## config.mk

```make
export PLATFORM = sky130hd
export DESIGN_NAME = instr_executor
export DESIGN_NICKNAME = d
export VERILOG_FILES = /design/src/rtl/exec_pkg.sv /design/src/rtl/step_timer.sv /design/src/rtl/instr_executor.sv
export SDC_FILE = /design/constraint.sdc
export NUM_CORES = 1
export LEC_CHECK = 0
export ABC_AREA = 1
export BUFFER_PORTS_ARGS = -buffer_cell sky130_fd_sc_hd__buf_2
export CAP_MARGIN = 5
export CORE_MARGIN = 8
export CORE_UTILIZATION = 25
export DETAILED_ROUTE_END_ITERATION = 7
export GPL_ROUTABILITY_DRIVEN = 0
export GPL_TIMING_DRIVEN = 0
export REMOVE_ABC_BUFFERS = 1
export SYNTH_ARGS = -nofsm -noshare
export SYNTH_HDL_FRONTEND = slang
export SYNTH_SLANG_ARGS = --single-unit
```

## constraint.sdc

```tcl
create_clock -name clk -period 1.6 [get_ports clk]
set_input_delay 0.08 -clock clk [delete_from_list [all_inputs] [get_ports clk]]
set_output_delay 0.08 -clock clk [all_outputs]
set_load 0.1 [all_outputs]
```

## src/rtl/exec_pkg.sv

```systemverilog
// exec_pkg: state encoding and instruction type shared by the executor and the upstream fifo
package exec_pkg;
    typedef enum logic [2:0] {IDLE, FETCH, WAIT, EXEC, GAP, DONE} exec_state_t;
    typedef logic [3:0] instr_t;
    localparam instr_t CMD_NOP = 4'b0000;
endpackage

```

## src/rtl/step_timer.sv

```systemverilog
// step_timer: loadable down-counter; expired is high once the count reaches zero
module step_timer #(
    parameter int W = 8
) (
    input  logic         clk,
    input  logic         rst,
    input  logic         load,
    input  logic [W-1:0] load_val,
    input  logic         en,
    output logic         expired
);
    logic [W-1:0] count;
    always_ff @(posedge clk)
        if (!rst) count <= '0;
        else if (load) count <= load_val;
        else if (en && count != '0) count <= count - 1'b1;
    assign expired = count == '0;
endmodule

```

## src/rtl/instr_executor.sv

```systemverilog
// instr_executor: drains a 4-bit instruction fifo, holding each for STEP_CYCLES then idling GAP_CYCLES
// Optional EXEC_PAUSE_EN adds a pause input that freezes EXEC/GAP timing.
module instr_executor
    import exec_pkg::*;
#(
    parameter int STEP_CYCLES = 50_000_000,
    parameter int GAP_CYCLES  = 5_000_000
) (
    input  logic   clk,
    input  logic   rst,
    input  logic   start,
    input  logic   stop,
`ifdef EXEC_PAUSE_EN
    input  logic   pause,
`endif
    input  logic   fifo_empty,
    input  instr_t fifo_data,
    output logic   fifo_re,
    output instr_t cmd_out,
    output logic   cmd_valid,
    output logic   busy,
    output logic   done
);
    localparam int MAX_CYCLES = STEP_CYCLES > GAP_CYCLES ? STEP_CYCLES : GAP_CYCLES;
    localparam int CW = $clog2(MAX_CYCLES + 1);
    localparam logic [CW-1:0] STEP_LOAD = CW'(STEP_CYCLES - 1);
    localparam logic [CW-1:0] GAP_LOAD = CW'(GAP_CYCLES > 0 ? GAP_CYCLES - 1 : 0);
    exec_state_t state;
    logic hold, expired, step_end, load;
    logic [CW-1:0] load_val;
`ifdef EXEC_PAUSE_EN
    assign hold = pause;
`else
    assign hold = 1'b0;
`endif
    assign step_end = expired && !hold;
    // The timer is reloaded on entry to EXEC (from WAIT) and to GAP (from EXEC).
    assign load = state == WAIT || (state == EXEC && step_end);
    assign load_val = state == WAIT ? STEP_LOAD : GAP_LOAD;
    step_timer #(.W(CW)) u_timer (
        .clk(clk),
        .rst(rst),
        .load(load),
        .load_val(load_val),
        .en(!hold),
        .expired(expired)
    );
    always_ff @(posedge clk) begin
        if (!rst || stop) begin
            state     <= IDLE;
            fifo_re   <= 1'b0;
            cmd_out   <= CMD_NOP;
            cmd_valid <= 1'b0;
            busy      <= 1'b0;
            done      <= 1'b0;
        end else begin
            fifo_re <= 1'b0;
            done    <= 1'b0;
            case (state)
                IDLE: if (start) begin
                    state   <= fifo_empty ? DONE : FETCH;
                    fifo_re <= !fifo_empty;
                    done    <= fifo_empty;
                    busy    <= 1'b1;
                end
                FETCH: state <= WAIT;
                WAIT: begin
                    state     <= EXEC;
                    cmd_out   <= fifo_data;
                    cmd_valid <= 1'b1;
                end
                // A zero-length gap takes the fetch/done decision straight from EXEC.
                EXEC, GAP: if (step_end) begin
                    cmd_out   <= CMD_NOP;
                    cmd_valid <= 1'b0;
                    if (state == EXEC && GAP_CYCLES > 0) state <= GAP;
                    else begin
                        state   <= fifo_empty ? DONE : FETCH;
                        fifo_re <= !fifo_empty;
                        done    <= fifo_empty;
                    end
                end
                DONE: begin
                    state <= IDLE;
                    busy  <= 1'b0;
                end
                default: state <= IDLE;
            endcase
        end
    end
endmodule
```

==> flow_summary.yaml <==
logic_synthesis:
  synth_area_per_cell_sq_um: 6.75
  ys.flop_type: "dfxtp_1"
  synth_edf_count: 0
  postSynth.asyncResetShare_pct: 0
  synth_cells: 304
  yosysTopAreaCell: "dfxtp_1"
  synth_area_leaders: "dfxtp_1 (36%), nand2_1 (12%), nor2_1 (12%), a21oi_1 (6.8%), nand3_1 (6.3%)"
  ys_seq_area_share_pct: 36.1
  ys_seq_elements: 37
  syn_area_sq_mm: 0.00205
  synthDistinctLibCells: 25
  yosys_warnings: 0
  post-synth-top-count-cell: "nand2_1"
  synth_commonest_cells: "nand2_1 (67), nor2_1 (66), dfxtp_1 (37)"
  synth_top_cell_area_share_pct: 36.1
timing:
  timing.final.crit_share_pct: 97.0
  setup_viol: 0
  fmax_mhz: 644
  rsz0062_at_grt: "true"
  slew_violations: 0
  final.setup.worst_slack_ns: 0.0477
  relSlewSlack_pct: 49.4
  skew_ns: 0.00839
  worst_pin_slew_ns: 0.759
  fin_crit_ns: 1.55
  hold_violations: 0
clocking:
  clock_sinks: 37
  tritoncts: "built"
  cts_buffers: 5
  path_clk_slew_ns: 0.08
  cts_root_buf: "clkbuf_8"
  insertion_delay_ns: 0.29
  cts_hold_buf: 0
  clockBufferDepth: 2
  cts_max_level: 2
routing:
  wl_per_cell_um: 11.9
  first_iter_violations: 99
  vias_per_cell: 4.60
  vias: 2032
  dr.pass1.iters: 4
  ant_nets: 0
  drt-total-wl_um: 5260
  drc: 0
cells_and_area:
  drive_gt1_share_pct: 24.0
  area_growth_pct: 24.3
  final_cells: 442
  antenna_cells: 0
  layout.nets: 346
power_and_ir_drop:
  power.switching_uw: 3080
  power_uw: 6070
  power_leakage_uw: 0.00114
  seq_power_share_pct: 25.3
  clkPwrFrac_pct: 10.8
  power_density_mw_per_mm2: 2380
  power.share.combinational_pct: 63.9
  p_sw_share_pct: 50.8
  peakVddDrop_v: 0.00108
  internal_power_uw: 2990
flow_run:
  maxCapViolCount: 0
floorplan:
  row_count: 33
  die_area_sq_mm: 0.0114
  num_io_pins: 17
  die_h_um: 107
  die_x_um: 107
  core-area_sq_mm: 0.00809
  initial_core_util_pct: 25.3
global_routing:
  grt_usage_pct: 9.61
  use_met1_pct: 11.6
  overflow: 0
  grt_util_met3_pct: 2.40
  grt_start_max_net_pins: 22
  antenna_found_initial: 0
  busiest_layer: "met2"
  met2_usage_pct: 16.5
  grt_pass1_wl_um: 9050
  grt_pass1_vias: 1963
worst_setup_path:
  crit_path_max_fanout: 6
  r2r_cells: 10
  start_kind: "flop"
  end_kind: "flop"
  crit_arrival_ns: 1.70
  crit_required_ns: 1.75
  crit_end: "u_timer.count[0]$_SDFFE_PN0P_"
  reg2reg_setup_slack_ns: 0.05
  crit_type: "flop to flop"
  rr_startpoint: "u_timer.count[0]$_SDFFE_PN0P_"
  reg2reg_to: "u_timer.count[0]$_SDFFE_PN0P_"
  cp-startpoint: "u_timer.count[0]$_SDFFE_PN0P_"
placed_design:
  hpwl_um: 3710
  pre_cts_ws_ns: -0.578
  placed_cells: 420
  io_buffer_count: 16
outcome:
  outcome: "completed"
min_path:
  hp-class: "primary input to flop"
  min_path_cells: 3
-- layout by cell type (no fill, tap or decap), drive strengths merged, types with 2 or more instances in the layout --
| master | netlist | routed |
|---|---|---|
| nand2 | 74 | 74 |
| xor2 | 7 | 7 |
| o21ai | 7 | 7 |
| nand3b | 3 | 3 |
| clkinvlp | 0 | 3 |
| buf | 2 | 29 |
| nor2 | 72 | 72 |
| clkbuf | 3 | 5 |
| nand4 | 9 | 9 |
| dfxtp | 37 | 37 |
| a21oi | 28 | 28 |
| nand3 | 26 | 26 |
| clkinv | 0 | 2 |
| inv | 25 | 24 |
| xnor2 | 6 | 6 |
-- state kept, by name, indices dropped and copies added, names as in the netlist --
signal         cells
state              3
done               1
cmd_valid          1
u_timer.count     26
fifo_re            1
busy               1
cmd_out            4
-- cell type report --
| cell class | instances | area (sq um) |
|---|---|---|
| Clock buffer | 5 | 68.8 |
| Clock inverter | 3 | 17.5 |
| Fill cell | 919 | 5540 |
| Inverter | 25 | 97.6 |
| Multi-Input combinational cell | 237 | 1290 |
| Sequential cell | 37 | 746 |
| Tap cell | 105 | 131 |
| Timing Repair Buffer | 29 | 189 |
| Timing Repair inverter | 1 | 7.51 |
-- power groups by stage --
| stage | logic [uW] | registers (uW) | clock network (uW) |
|---|---|---|---|
| 2_1_floorplan | 2720 | 1460 | 0 |
| 3_3_place_gp | 3250 | 1500 | 0 |
| 3_5_place_dp | 3290 | 1500 | 0 |
| 4_1_cts | 3420 | 1480 | 674 |
| 5_1_grt | 4400 | 1580 | 710 |
| 6_report | 3880 | 1540 | 656 |
-- cell families (layout without fill, tap and decap cells) --
kind of cell / Yosys count / in the layout / synth area share (%)
adder cells (fa/ha/maj): 1 / 1 / 0.610
XOR/XNOR: 13 / 13 / 5.55
flip-flops: 37 / 37 / 36.1
AND/OR/NAND/NOR: 185 / 185 / 41.5
AO/OA/AOI/OAI: 38 / 38 / 10.1
buffers and inverters: 30 / 63 / 6.10
-- how the worst min path moves through the flow --
stage,start,endpoint,slack (ns)
2_1_floorplan,fifo_empty,done$_SDFF_PP0_,0.22
3_3_place_gp,fifo_data[2],cmd_out[2]$_SDFFE_PP0P_,0.34
3_5_place_dp,fifo_data[3],cmd_out[3]$_SDFFE_PP0P_,0.34
4_1_cts,fifo_data[3],cmd_out[3]$_SDFFE_PP0P_,0.02
5_1_grt,fifo_data[3],cmd_out[3]$_SDFFE_PP0P_,0.02
6_report,fifo_data[0],cmd_out[0]$_SDFFE_PP0P_,0.03
-- routing by layer --
layer	share of wire, %	vias to the layer above	routed length (um)
met4	1.0	0	54
li1	-	1052	-
met2	48	33	2530
met3	3.6	6	189
met1	47	941	2490
met5	0	-	0
-- per-stage QoR --
step / utilization [%] / cell area, sq um / setup TNS (ns) / hold slack, ns
2_1_floorplan: - / 2020 / -0.134 / 0.222
3_3_place_gp: 27.6 / 2230 / -9.61 / 0.335
3_5_place_dp: 27.6 / 2230 / -10.76 / 0.339
4_1_cts: 29.7 / 2400 / 0 / 0.0216
5_1_grt: 31.5 / 2550 / -0.129 / 0.0218
6_report: 31.5 / 2550 / 0 / 0.0286
-- critical path, cell delays in order (launching register included) --
cell     delay [ns]
dfxtp_2        0.33
inv_2          0.08
ha_4           0.17
nand2_4        0.07
nor2_8         0.17
nand4_1        0.17
buf_6          0.18
nand2_1        0.05
nand2_1        0.04
nor2_1         0.09
nor2_1         0.05
-- repair_timing --
item / CTS / global route
endpoints found under the setup margin: 36 / 32
gates resized for setup: 7 / 33
buffers inserted: 6 / 7
cloned: 1 / 0
pin swaps: 4 / 7
Power figures use the tool's default switching activity.
